--- src/rtl/if_fetch_queue.sv ---
`default_nettype none
// ============================================================================
// Module   : if_fetch_queue
// Purpose  : In-order fetch queue between pre-IF and ID. It matches SRAM
//            responses to their PCs and drops responses cancelled by a flush.
// Revision : 1.0
// ============================================================================
module if_fetch_queue #(
  parameter int DEPTH  = 4,
  parameter int PC_W   = 32,
  parameter int INST_W = 32
) (
  input  logic              clk,
  input  logic              reset,
  input  logic              pfs_valid,
  input  logic [PC_W-1:0]   pfs_pc,
  output logic              pfs_ready,
  output logic              inst_sram_req,
  output logic [PC_W-1:0]   inst_sram_addr,
  input  logic              inst_sram_addr_ok,
  input  logic              inst_sram_data_ok,
  input  logic [INST_W-1:0] inst_sram_rdata,
  input  logic              flush,
  input  logic              ds_allowin,
  output logic              fs_to_ds_valid,
  output logic [PC_W-1:0]   fs_pc,
  output logic [INST_W-1:0] fs_inst,
  output logic              fs_adef,
  output logic              fs_empty
);

  localparam int c_AW = $clog2(DEPTH);
  localparam int c_PW = c_AW + 1;
  localparam logic [c_PW-1:0] c_DEPTH = c_PW'(DEPTH);
  localparam logic [c_PW-1:0] c_ONE   = c_PW'(1);

  logic [PC_W-1:0]   r_pc   [DEPTH];
  logic [INST_W-1:0] r_inst [DEPTH];
  logic              r_adef [DEPTH];

  logic [c_PW-1:0] r_wr_ptr;
  logic [c_PW-1:0] r_dt_ptr;
  logic [c_PW-1:0] r_rd_ptr;
  logic [c_PW-1:0] r_discard_cnt;

  logic [c_PW-1:0] w_pending;
  logic [c_PW-1:0] w_occupied;
  logic [c_PW-1:0] w_reserved;
  logic            w_full;
  logic            w_data_wr;
  logic            w_pop;
  logic [c_AW-1:0] w_wr_idx;
  logic [c_AW-1:0] w_dt_idx;
  logic [c_AW-1:0] w_rd_idx;

  assign w_pending  = r_wr_ptr - r_dt_ptr;
  assign w_occupied = r_wr_ptr - r_rd_ptr;
  // Responses still to be dropped hold queue slots so the total never exceeds DEPTH.
  assign w_reserved = w_occupied + r_discard_cnt;
  assign w_full     = (w_reserved == c_DEPTH);

  assign w_wr_idx = r_wr_ptr[c_AW-1:0];
  assign w_dt_idx = r_dt_ptr[c_AW-1:0];
  assign w_rd_idx = r_rd_ptr[c_AW-1:0];

  assign inst_sram_req  = pfs_valid & ~w_full & ~flush & ~reset;
  assign inst_sram_addr = pfs_pc;
  assign pfs_ready      = inst_sram_req & inst_sram_addr_ok;

  assign w_data_wr = inst_sram_data_ok & ~flush & ~reset
                   & (r_discard_cnt == '0) & (w_pending != '0);

  assign fs_to_ds_valid = (r_dt_ptr != r_rd_ptr) & ~flush & ~reset;
  assign w_pop          = fs_to_ds_valid & ds_allowin;
  assign fs_pc          = r_pc[w_rd_idx];
  assign fs_inst        = r_inst[w_rd_idx];
  assign fs_adef        = r_adef[w_rd_idx];
  assign fs_empty       = (r_wr_ptr == r_rd_ptr) | reset;

  always_ff @(posedge clk) begin
    if (reset) begin
      r_wr_ptr      <= '0;
      r_dt_ptr      <= '0;
      r_rd_ptr      <= '0;
      r_discard_cnt <= '0;
    end else if (flush) begin
      // Every outstanding response, including one arriving now, becomes a discard.
      r_rd_ptr      <= r_wr_ptr;
      r_dt_ptr      <= r_wr_ptr;
      r_discard_cnt <= r_discard_cnt + w_pending - c_PW'(inst_sram_data_ok);
    end else begin
      if (pfs_ready) begin
        r_wr_ptr <= r_wr_ptr + c_ONE;
      end
      if (inst_sram_data_ok && (r_discard_cnt != '0)) begin
        r_discard_cnt <= r_discard_cnt - c_ONE;
      end
      if (w_data_wr) begin
        r_dt_ptr <= r_dt_ptr + c_ONE;
      end
      if (w_pop) begin
        r_rd_ptr <= r_rd_ptr + c_ONE;
      end
    end
  end

  always_ff @(posedge clk) begin
    if (pfs_ready) begin
      r_pc[w_wr_idx]   <= pfs_pc;
      r_adef[w_wr_idx] <= |pfs_pc[1:0];
    end
    if (w_data_wr) begin
      r_inst[w_dt_idx] <= inst_sram_rdata;
    end
  end

  a_no_orphan_data : assert property (@(posedge clk) disable iff (reset)
    inst_sram_data_ok |-> ((w_pending != '0) || (r_discard_cnt != '0)));

endmodule
`default_nettype wire

--- config.mk ---
export PLATFORM = sky130hd
export DESIGN_NAME = if_fetch_queue
export DESIGN_NICKNAME = d
export VERILOG_FILES = /design/src/rtl/if_fetch_queue.sv
export SDC_FILE = /design/constraint.sdc
export NUM_CORES = 1
export LEC_CHECK = 0
export ABC_AREA = 1
export BUFFER_PORTS_ARGS = -buffer_cell sky130_fd_sc_hd__buf_2
export CAP_MARGIN = 10
export CORE_ASPECT_RATIO = 1.25
export CORE_UTILIZATION = 51
export CTS_CLUSTER_SIZE = 14
export DETAILED_ROUTE_END_ITERATION = 10
export PLACE_DENSITY = 0.76
export SETUP_SLACK_MARGIN = 0.15
export SLEW_MARGIN = 20
export SYNTH_ARGS = -nofsm -noshare
export SYNTH_HDL_FRONTEND = slang
export SYNTH_SLANG_ARGS = --single-unit
--- constraint.sdc ---
create_clock -name clk -period 4 [get_ports clk]
set_input_delay 0.2 -clock clk [delete_from_list [all_inputs] [get_ports clk]]
set_output_delay 0.2 -clock clk [all_outputs]
set_load 0.02 [all_outputs]
==> reports/results.ini <==
[status]
outcome = completed

[worst_setup_path]
crit_required_ps = 3800
critical_path_class = flip-flop to primary output
r2r_end = r_adef[2]
rrSetupSlack_ps = 860
cpPeakStageDelay_ps = 550
reg2reg_from = r_wr_ptr[1]
crit_chain = inv_1 -> fa_1 -> inv_1 -> fa_1 -> inv_1 -> nand3_2 -> nand2_1 -> nand2_1 -> nand3_2 -> nand3_4 -> inv_1 -> buf_2
setup.worst_path.end_class = primary output
crit_end = pfs_ready
rr_worst_depth = 12
worstSetupStartpointType = flip-flop
crit_path_start = r_wr_ptr[1]
crit_arrival_ps = 2990
cp_slowest_cell = fa_1
crit_top_cell = inv_1
critPathMaxFanout = 9

[global_routing]
grtUsageTotal = 0.2060
grt_pass1_wl_um = 35950
grt_pass1_vias = 7159
antenna_found_initial = 0
gr-total-overflow = 0
grt_start_max_net_pins = 113

[finish]
finalNetCount = 1148
area_delta_synth_final_pct = 21.19
n_fill_cell = 1628
final_cells = 1351
multi_input_area_mm2 = 0.002505
regArea_mm2 = 0.008093
final_common_cell = edfxtp_1
final_cell_mix = 260 x edfxtp_1, 171 x buf_2, 140 x nor2_1
drive_gt1_frac = 0.2269

[die]
die_w_um = 134.2
rows = 60
die_area_mm2 = 0.02246
ios = 172
dieHeight_um = 167.3
coreArea_mm2 = 0.02147
start_util = 0.5192

[routing]
vias_per_cell = 5.349
drtIter0Drc = 583
dr_total_vias = 7227
ant_nets = 0
drc = 0
first_pass_iters = 5
post_drt_wl_per_cell_um = 17.46
wl_um = 23590

[yosys]
synth_cell_types = 33
synthCells = 856
yosys_warnings = 0
syn_area_mm2 = 0.01115
ys_seq_elements = 274
syn_nets = 949
avgSynthCellArea_um2 = 13.02
ys_seq_area_frac = 0.7255

[placement]
place_inst = 1240
io_buffers = 171
gp_congestion = 0.8260
dp_hpwl_um = 13400

[sta]
fin_crit_sh = 0.7982
worst_slew_pin_slew_ps = 1087
period_needed_ps = 3193
setup_tns_ps = 0
drv_slew = 0
finalSetupViolCount = 0
slew_headroom = 0.2756
skew_ps = 21.94
hold_viol_final = 0
timing.fmax_mhz = 313.2
worst_hold_slack_ps = 71.67
rsz0062_at_grt = false

[power]
power_frac_comb = 0.114
p_switching_w = 0.001453
p_seq_frac = 0.516
ir_worst_vdd_mv = 0.4211
power.internal_w = 0.004741
clkPwrFrac = 0.370
p_leak_nw = 4.952
pwr_density_cell_mw_per_mm2 = 458.5
sw_frac_of_total = 0.2346

[cts]
cts_inserted_buffers = 26
cts_resized = 0
cts_tree = done
h-tree-depth = 1
cts.sinks = 274
cts.clk_slew.worst_paths_ps = 60
cts_setup_buffers = 0
clockBufferDepth = 3
postCtsHoldBufs = 66
clk_latency_ps = 530
clock-root-buffer = clkbuf_16

[hold_path]
holdPathStages = 4
hp-class = input port to flip-flop

[run]
maxCapViolations = 0

[area by class of cell]
type | instances | share of cell area
Sequential cell | 274 | 0.5990
Multi-Input combinational cell | 461 | 0.1854
Timing Repair Buffer | 249 | 0.1189
Clock buffer | 33 | 0.05010
Tap cell | 279 | 0.02584
Inverter | 43 | 0.01232
Clock inverter | 11 | 0.008242
Antenna cell | 1 | 0.0001852
[cells in the mapped netlist]
| library cell | number | area share |
|---|---|---|
| xnor2_1 | 5 | 0.0039 |
| nand2_1 | 41 | 0.014 |
| nand3b_1 | 1 | 0.00067 |
| clkbuf_1 | 29 | 0.0098 |
| o21ai_4 | 1 | 0.0015 |
| o21ai_0 | 138 | 0.062 |
| a211oi_1 | 1 | 0.00067 |
| inv_1 | 37 | 0.012 |
| buf_4 | 34 | 0.023 |
| xor2_1 | 4 | 0.0031 |
| o22ai_1 | 65 | 0.036 |
| nor2_2 | 1 | 0.00056 |
| nor2_1 | 148 | 0.050 |
| buf_6 | 2 | 0.0020 |
| a21oi_2 | 1 | 0.00079 |
| nand3_2 | 2 | 0.0018 |
| a31oi_1 | 1 | 0.00056 |
| nor2_4 | 1 | 0.0010 |
| edfxtp_1 | 260 | 0.70 |
| or2_2 | 2 | 0.0011 |
| fa_1 | 4 | 0.0072 |
| inv_4 | 1 | 0.00056 |
| nand3_4 | 1 | 0.0016 |
| dfxtp_1 | 14 | 0.025 |
| a21oi_1 | 10 | 0.0045 |
| o21bai_1 | 1 | 0.00067 |
| nand4_1 | 2 | 0.0011 |
| ha_1 | 18 | 0.020 |
| inv_2 | 5 | 0.0017 |
| nand2_2 | 4 | 0.0022 |
| nor3_1 | 1 | 0.00045 |
| buf_2 | 13 | 0.0058 |
| nand3_1 | 8 | 0.0036 |
[critical path: cells and delay by family (launching register included)]
| family | cells | cell delay, ps |
|---|---|---|
| simple gates | 5 | 480 |
| buf+inv | 5 | 560 |
| fa+ha+maj | 2 | 980 |
| flops | 1 | 450 |
[cell families (layout without fill, tap and decap cells)]
kind of cell,count (synthesis),after routing,share of synthesized area
other cells,0,1,0
flops,274,274,0.7255
buf+inv,121,336,0.05522
fa+ha+maj,22,22,0.02739
simple gates,212,212,0.07778
xor+xnor,9,9,0.007070
compound gates,218,218,0.1071
[per-stage QoR]
| stage | util | worst slack [ps] | instance area (µm²) | power, W |
|---|---|---|---|---|
| 3_5_place_dp | 0.5616 | 848.5 | 12060 | 0.003909 |
| 3_3_place_gp | 0.5616 | 890.3 | 12060 | 0.003895 |
| 4_1_cts | 0.6291 | 747.0 | 13510 | 0.006225 |
| 5_1_grt | 0.6291 | 583.4 | 13510 | 0.006401 |
| 2_1_floorplan | - | 160.2 | 11150 | 0.003697 |
| 6_report | 0.6293 | 807.2 | 13510 | 0.006194 |
[state kept, by name (all words and copies together), names as in the netlist, named ones only]
register,count
r_inst,128
r_pc,128
r_adef,4
r_discard_cnt,3
r_dt_ptr,3
r_rd_ptr,3
r_wr_ptr,3
[worst min-delay path by stage]
stage                        startpoint          endpoint  slack (ps)
finish                inst_sram_data_ok  r_discard_cnt[2]          70
global route          inst_sram_data_ok  r_discard_cnt[2]          80
CTS                   inst_sram_data_ok  r_discard_cnt[2]          60
detailed placement   inst_sram_rdata[6]      r_inst[1][6]         420
global placement    inst_sram_rdata[21]     r_inst[0][21]         420
floorplan            inst_sram_rdata[0]      r_inst[0][0]         300
[power by group through the flow]
stage	clock [W]	combinational, W	sequential [W]
2_1_floorplan	0	0.000448	0.00325
3_3_place_gp	0	0.000640	0.00326
3_5_place_dp	0	0.000652	0.00326
4_1_cts	0.00232	0.000705	0.00320
5_1_grt	0.00243	0.000773	0.00320
6_report	0.00229	0.000703	0.00320
[metal layers]
metal	part of all wire	track usage
met1	0.40	0.2488
met2	0.53	0.3737
met3	0.053	0.02816
met4	0.025	0.07426
met5	0	0
Power figures use the tool's default switching activity.
